## src/rtl/lane_mem_pkg.sv

```systemverilog
// lane_mem_pkg: shared encodings and elaboration helpers for lane_shared_wr_mem
package lane_mem_pkg;
    localparam int ARB_FIXED = 0;
    localparam int ARB_RR    = 1;
    localparam int RDW_OLD   = 0;
    localparam int RDW_NEW   = 1;

    // Never returns 0 so single-entry parameters still give legal vector widths
    function automatic int clog2(input int n);
        int r;
        r = 0;
        while ((1 << r) < n) r++;
        return (r < 1) ? 1 : r;
    endfunction
endpackage

```

## src/rtl/wr_port_arbiter.sv

```systemverilog
// wr_port_arbiter: fixed-priority or round-robin one-hot grant over the write channels
module wr_port_arbiter
    import lane_mem_pkg::*;
#(
    parameter int NWR      = 3,
    parameter int ARB_MODE = ARB_FIXED,
    localparam int IW      = clog2(NWR)
) (
    input  logic          clk,
    input  logic          rst,
    input  logic [NWR-1:0] valid,
    output logic [NWR-1:0] grant,
    output logic [IW-1:0]  idx
);
    logic [IW-1:0] rr;
    logic          found;
    int            j;

    always_comb begin
        grant = '0;
        idx   = '0;
        found = 1'b0;
        j     = 0;
        if (!rst) begin
            for (int k = 0; k < NWR; k++) begin
                j = (ARB_MODE == ARB_RR) ? (int'(rr) + k) % NWR : k;
                if (!found && valid[j]) begin
                    found    = 1'b1;
                    grant[j] = 1'b1;
                    idx      = IW'(j);
                end
            end
        end
    end

    always_ff @(posedge clk) begin
        if (rst) rr <= '0;
        else if (found) rr <= IW'((int'(idx) + 1) % NWR);
    end
endmodule

```

## src/rtl/lane_shared_wr_mem.sv

```systemverilog
// lane_shared_wr_mem: NWR arbitrated partial-width lane writers sharing one write port,
// plus one registered read port with selectable read-during-write behaviour.
module lane_shared_wr_mem
    import lane_mem_pkg::*;
#(
    parameter int DEPTH    = 16,
    parameter int DATA_W   = 32,
    parameter int LANE_W   = 8,
    parameter int WR_LANES = 2,
    parameter int NWR      = 3,
    parameter int ARB_MODE = ARB_FIXED,
    parameter int RDW_MODE = RDW_OLD,
    localparam int AW      = clog2(DEPTH),
    localparam int NLANES  = DATA_W / LANE_W,
    localparam int LW      = clog2(NLANES),
    localparam int CW      = WR_LANES * LANE_W
) (
    input  logic              clk,
    input  logic              rst,
    input  logic [NWR-1:0]    wr_valid,
    output logic [NWR-1:0]    wr_ready,
    input  logic [NWR*AW-1:0] wr_addr,
    input  logic [NWR*LW-1:0] wr_lane,
    input  logic [NWR*CW-1:0] wr_data,
    input  logic              rd_en,
    input  logic [AW-1:0]     rd_addr,
    output logic [DATA_W-1:0] rd_data,
    output logic              rd_valid
);
    localparam int  IW   = clog2(NWR);
    localparam bit  FULL = ((1 << AW) == DEPTH);

    logic [DATA_W-1:0] mem [DEPTH];
    logic [IW-1:0]     gidx;
    logic [AW-1:0]     waddr;
    logic [LW-1:0]     wlane;
    logic [CW-1:0]     wdata;
    logic [DATA_W-1:0] wword, wmask, rword, rnext;
    logic              we, rd_ok;

    wr_port_arbiter #(.NWR(NWR), .ARB_MODE(ARB_MODE)) u_arb (
        .clk   (clk),
        .rst   (rst),
        .valid (wr_valid),
        .grant (wr_ready),
        .idx   (gidx)
    );

    // Left shift drops lanes past the top of the word, which is the required clipping
    always_comb begin
        waddr = wr_addr[gidx*AW +: AW];
        wlane = wr_lane[gidx*LW +: LW];
        wdata = wr_data[gidx*CW +: CW];
        wword = DATA_W'(wdata) << (int'(wlane) * LANE_W);
        wmask = DATA_W'({CW{1'b1}}) << (int'(wlane) * LANE_W);
        we    = (|wr_ready) && (FULL || ({1'b0, waddr} < (AW+1)'(DEPTH)));
        rd_ok = FULL || ({1'b0, rd_addr} < (AW+1)'(DEPTH));
        rword = rd_ok ? mem[rd_addr] : '0;
        rnext = (RDW_MODE == RDW_NEW && we && waddr == rd_addr) ? ((rword & ~wmask) | (wword & wmask)) : rword;
    end

    always_ff @(posedge clk) begin
        for (int l = 0; l < NLANES; l++)
            if (we && wmask[l*LANE_W]) mem[waddr][l*LANE_W +: LANE_W] <= wword[l*LANE_W +: LANE_W];
    end

    always_ff @(posedge clk) begin
        if (rst) begin
            rd_data  <= '0;
            rd_valid <= 1'b0;
        end else begin
            rd_valid <= rd_en;
            if (rd_en) rd_data <= rnext;
        end
    end
endmodule

```

## config.mk

```make
export PLATFORM = sky130hd
export DESIGN_NAME = lane_shared_wr_mem
export DESIGN_NICKNAME = d
export VERILOG_FILES = /design/src/rtl/lane_mem_pkg.sv /design/src/rtl/wr_port_arbiter.sv /design/src/rtl/lane_shared_wr_mem.sv
export SDC_FILE = /design/constraint.sdc
export NUM_CORES = 1
export LEC_CHECK = 0
export CAP_MARGIN = 20
export CORE_MARGIN = 1
export CORE_UTILIZATION = 54
export DETAILED_ROUTE_END_ITERATION = 7
export PLACE_DENSITY = 0.87
export SLEW_MARGIN = 20
export SYNTH_ARGS = -nofsm -noshare
export SYNTH_HDL_FRONTEND = slang
export SYNTH_SLANG_ARGS = --single-unit
```

## constraint.sdc

```tcl
create_clock -name clk -period 3.1 [get_ports clk]
set_input_delay 0.93 -clock clk [delete_from_list [all_inputs] [get_ports clk]]
set_output_delay 0.93 -clock clk [all_outputs]
set_load 0.01 [all_outputs]
```

# Word level (Yosys, flattened, before mapping)
# Memory sizes are Yosys's and may differ from the RTL's. A register that Yosys moved wholly into a read port is not among the register bits.
# Cells that the tools add are included.
[totals]
out_inout_bits = 36
ramBits = 512
inputBits = 76
mem_count = 1
wordCells = 34
register_bits = 1
[mem_list]
columns = ["memory", "words", "word_bits", "rd", "rd_clocked_by_memory_dff", "wr", "line", "text"]
rows = [
  ["mem", 16, 32, 1, 1, 1, "lane_shared_wr_mem.sv:33", "logic [DATA_W-1:0] mem [DEPTH];"],
]
[op_classes]
muxes = 18
reduce_logical = 9
shift = 5
[ops]
columns = ["operator", "n"]
rows = [
  ["48-bit by 7-bit indexed part select with 16-bit output", 1],
  ["16-bit by 5-bit left shift with 32-bit output", 1],
  ["16-bit by 5-bit left shift with 25-bit output (first input constant)", 1],
  ["1-bit two-way mux", 15],
  ["12-bit by 5-bit indexed part select with 4-bit output", 1],
  ["1-bit logical AND", 6],
  ["6-bit by 4-bit indexed part select with 2-bit output", 1],
  ["2-bit two-way mux", 2],
  ["3-bit two-way mux", 1],
  ["3-bit OR reduction", 1],
  ["1-bit logical NOT", 2],
]

# Logic depth before layout (Yosys ltp)
# Gate-level depths: netlist of run 1.
[logic_depth]
word_depth = 15
mapped_depth = 7
mapped_depth_nobuf = 5

# Cells and area by module
# From an unflattened synthesis of run 1, not the netlist that was laid out.
[unflattened]
hier_cells = 1421
area_unflattened_um2 = 22161.3
[by_module_without_submodules]
columns = ["mod", "area_each_um2", "seq_area_each_um2", "n_inst", "cells_each"]
rows = [
  ["lane_shared_wr_mem", 22117.5, 16035.4, 1, 1416],
  ["wr_port_arbiter", 43.8, 0.0, 1, 5],
]

# Least setup slack after synthesis of run 1
# No wires, ideal clock.
[synth_timing]
kind = "in2reg"
start = "input port wr_valid[1]"
end = "memory mem[10][16], enable pin"
slack_ps = -124
n_path_buf = 1
cell_stages = 5
arrival_time_ps = 2829
required_ps = 2705
setup_time_ps = 395
path_cell_list = "nor2b_1 > o21ai_1 > o221ai_2 > buf_2 > nor4_1"
[synth_between]
elab_chain_cells = 12
elab_cells_between_ends = 18
classes_between = "shift (3); mux (10); reduce/logical (5)"
[synth_rtl]
columns = ["element", "line", "text"]
rows = [
  ["from (decl)", "lane_shared_wr_mem.sv:20", "input logic [NWR-1:0] wr_valid,"],
  ["1-bit logical AND (*)", "wr_port_arbiter.sv:27", "if (!found && valid[j]) begin"],
  ["1-bit two-way mux", "wr_port_arbiter.sv:27", ""],
  ["1-bit two-way mux", "wr_port_arbiter.sv:24", "if (!rst) begin"],
  ["1-bit logical NOT", "wr_port_arbiter.sv:27", ""],
  ["1-bit logical AND", "wr_port_arbiter.sv:27", ""],
  ["2-bit two-way mux", "wr_port_arbiter.sv:27", ""],
  ["2-bit two-way mux", "wr_port_arbiter.sv:24", ""],
  ["6-bit by 4-bit indexed part select with 2-bit output", "lane_shared_wr_mem.sv:52", "wlane = wr_lane[gidx*LW +: LW];"],
  ["16-bit by 5-bit left shift with 25-bit output", "lane_shared_wr_mem.sv:55", "wmask = DATA_W'({CW{1'b1}}) << (int'(wlane) * LANE_W);"],
  ["1-bit logical AND", "lane_shared_wr_mem.sv:64", "if (we && wmask[l*LANE_W]) mem[waddr][l*LANE_W +: LANE_W] <= wword[l*LANE_W +: LANE_W];"],
  ["1-bit two-way mux", "lane_shared_wr_mem.sv:64", ""],
  ["1-bit two-way mux (implied by the code)", "lane_shared_wr_mem.sv:64", ""],
  ["to (decl)", "lane_shared_wr_mem.sv:33", ""],
]
# Mark *: on every way between the ends. The rest lies on a longest branch, timed or not. The select of a mux whose other input is x is not followed.

# Final worst setup path of run 1
[layout_timing]
start = "input port wr_valid[2]"
end = "output port wr_ready[2]"
[layout_between]
elab_chain_cells = 3
[layout_rtl]
columns = ["element", "line", "text"]
rows = [
  ["1-bit logical AND", "wr_port_arbiter.sv:27", ""],
  ["1-bit two-way mux", "wr_port_arbiter.sv:27", ""],
  ["3-bit two-way mux", "wr_port_arbiter.sv:24", ""],
  ["to (decl)", "lane_shared_wr_mem.sv:21", "output logic [NWR-1:0] wr_ready,"],
]
# No other way between the ends.

==> flow_metrics.env, run 1 <==
export IMPL_syn_inst=1429
export IMPL_timing_hold_ws_ns=0.456
export IMPL_die_h_um=205
export IMPL_clk_pin_slew_ns=0.06
export IMPL_gp_congestion=0.897
export IMPL_rsz0062_at_grt="no"
export IMPL_rows=73
export IMPL_netlist_top_cells_area="edfxtp_1 69%, mux2i_1 12%, a22oi_1 3.3%, dfxtp_1 3.0%, nand3_1 2.2%"
export IMPL_grt_total_usage_pct=27.9
export IMPL_cp_data_arrival_time_ns=2.12
export IMPL_synth_simple_area_share_pct=7.15
export IMPL_synthDistinctLibCells=57
export IMPL_ys_ff_latch=545
export IMPL_timing_max_cap_violations=0
export IMPL_dr_wl_met3_um=6360
export IMPL_synthesis_nets=1505
export IMPL_h_tree_depth=2
export IMPL_portBuffers=111
export IMPL_vias=14200
export IMPL_period_needed_ns=3.05
export IMPL_slew_viol_final=0
export IMPL_post_cts_buffers=0
export IMPL_min_path_type="reg -> reg"
export IMPL_antenna_found_initial=2
export IMPL_fmax_ghz=0.328
export IMPL_drt_initial_drc_count=1517
export IMPL_synth_compound_area_share_pct=7.14
export IMPL_cts_tree="done"
export IMPL_dr_pass1_iters=8
export IMPL_grt_first_pass_wirelength_um=86600
export IMPL_p_per_area_nw_per_um2=599
export IMPL_synth_common_cells="512 x edfxtp_1, 256 x mux2i_1, 97 x a22oi_1, 97 x nand3_1, 75 x nand2_1"
export IMPL_synth_top_area_share_pct=69.1
export IMPL_dr_max_layer_used="met5"
export IMPL_cts_path_max_buffers=3
export IMPL_clock_sinks=545
export IMPL_coreArea_um2=40200
export IMPL_start_util_pct=55.4
export IMPL_synth_xor_area_share_pct=0
export IMPL_vdd_drop_max_v=0.000398
export IMPL_wl_met2_um=28400
export IMPL_fin_ws_ns=0.0508
export IMPL_synth_fa_ha_area_share_pct=0
export IMPL_yosys_warnings=0
export IMPL_cp_end_kind="primary output"
export IMPL_worst_pin_slew_ns=0.790
export IMPL_async_flop_share_pct=0
export IMPL_critPathLaunchType="primary input"
export IMPL_finalSetupTns_ns=0
export IMPL_synth_area_mux_share_pct=11.5
export IMPL_syn_avg_cell_area_um2=15.6
export IMPL_overflow=0
export IMPL_hold_violations=0
export IMPL_seq_area_frac_synth_pct=72.1
export IMPL_p_leak_nw=9.01
export IMPL_wl_um=58000
export IMPL_setup_viol=0
export IMPL_syn_area_um2=22200
export IMPL_grt_max_degree=65
export IMPL_synth_most_common_cell="edfxtp_1"
export IMPL_place_hpwl_um=35800
export IMPL_cts_buffers=52
export IMPL_dieArea_um2=42000
export IMPL_drive_above_1_share_pct=16.5
export IMPL_power_total_mw=16.2
export IMPL_ios=112
export IMPL_drtAntennaViolNets=0
export IMPL_finalCritPeriodShare_pct=98.4
export IMPL_drcViolationCount=0
export IMPL_synth_top_family_by_area="multiplexers"
export IMPL_max_slew_margin_pct=47.1
export IMPL_synth_flop_cell="edfxtp_1"
export IMPL_fin_skew_ns=0.0213
export IMPL_nets=1744
export IMPL_synth_area_leader_cell="edfxtp_1"
export IMPL_dieWidth_um=205
export IMPL_insertion_delay_ns=0.58
export IMPL_viasPerCell=6.36
export IMPL_syn_to_final_growth_pct=21.6
export IMPL_grt_pass1_vias=14500
export IMPL_path_class="in -> out"
export IMPL_root_buffer="clkbuf_16"
export IMPL_pre_cts_slack_ns=-0.640
export IMPL_synth_edff_count=512
export IMPL_wl_met1_um=21100
export IMPL_cp_max_fo=2
export IMPL_wl_per_cell_um=26.0
export IMPL_critical_path_required_ns=2.17
export IMPL_status="finished, final reports clean"
export IMPL_fill_cells=2571
## power by group
group	leakage, nW	total, mW	internal, mW	switching [mW]
Combinational	3.96	1.44	0.575	0.862
Clock	0.854	6.43	3.76	2.66
Sequential	4.20	8.34	8.29	0.0547
Total	9.01	16.2	12.6	3.58
## placed cells by master (no fill, tap or decap), drive strengths merged, types with 3 or more instances in the layout
cell type	instances
nor3	52
dfxtp	33
nor4bb	7
a221o	7
a21oi	65
or2	3
a211oi	4
nand4	3
a32o	3
nor3b	5
and3b	3
o2111ai	4
clkinv	21
nand2	75
o21a	7
clkbuf	68
mux2i	256
nor2	14
o22ai	4
nor4	17
buf	170
nand2b	5
clkdlybuf4s50	104
a21o	3
nor2b	13
a22o	5
a22oi	97
edfxtp	512
bufinv	6
a211o	9
nand3	97
o21ai	5
dlygate4sd2	4
and2	7
## what timing repair did
| item | CTS | global route |
|---|---|---|
| hold buffers | 0 | 0 |
| endpoints found under the hold margin | 0 | 0 |
| endpoints found under the setup margin | 69 | 0 |
| resized for setup | 17 | 0 |
## flip-flops by register name, indices dropped and copies added (netlist names)
name / count
mem: 512
rd_data: 32
rd_valid: 1
## metrics by stage
stage | cell area [um2] | cells | util (%)
after floorplan | 22200 | 1429 | -
after CTS | 27000 | 2235 | 67.3
after global placement | 25300 | 2139 | 62.9
after global routing | 27100 | 2235 | 67.3
after detailed placement | 25300 | 2139 | 62.9
final | 27100 | 2236 | 67.3
## worst max-delay path, stage by stage
cell             delay, ns
clkdlybuf4s50_1       0.48
or4b_4                0.53
clkinv_8              0.06
buf_2                 0.12
## path summary, 6_finish.rpt
kind,startpoint,endpoint,slack (ns),depth (start not counted)
setup / recovery,wr_valid[2],wr_ready[2],0.05,4
hold / removal,rd_data[29],rd_data[29],0.46,2
setup reg to reg,mem[7][16],rd_data[16],1.93,4
hold reg to reg,rd_data[29],rd_data[29],0.46,2
## layer usage
layer  vias up  global-route usage (%)
met3       165                    6.14
met4         2                    12.0
met5         -                       0
li1       6140                       -
met1      7033                    35.5
met2       881                    46.4
## cells by family (layout without fill, tap and decap cells)
logic type / after synthesis / count (layout)
compound gates: 223 / 223
flops: 545 / 545
buf+inv: 96 / 377
simple gates: 309 / 309
other cells: 0 / 1
mux: 256 / 256
## area by class of cell
cell class,instances,area (um2),area share (%)
well taps,525,657,2.43
clock inverters,28,308,1.14
multi-input cells,788,5830,21.6
flip-flops and latches,545,16000,59.3
repair buffers,279,2760,10.2
diodes,1,2.50,0.00925
clock buffers,68,1430,5.30
inverters,2,25.0,0.0925
(Power assumes the default switching activity.)
==> run 2: changes to the inputs <==
TNS_END_PERCENT = 10   (was default)
==> results of run 2 <==
The final DEF is identical to that of run 1; final timing and power are the same.
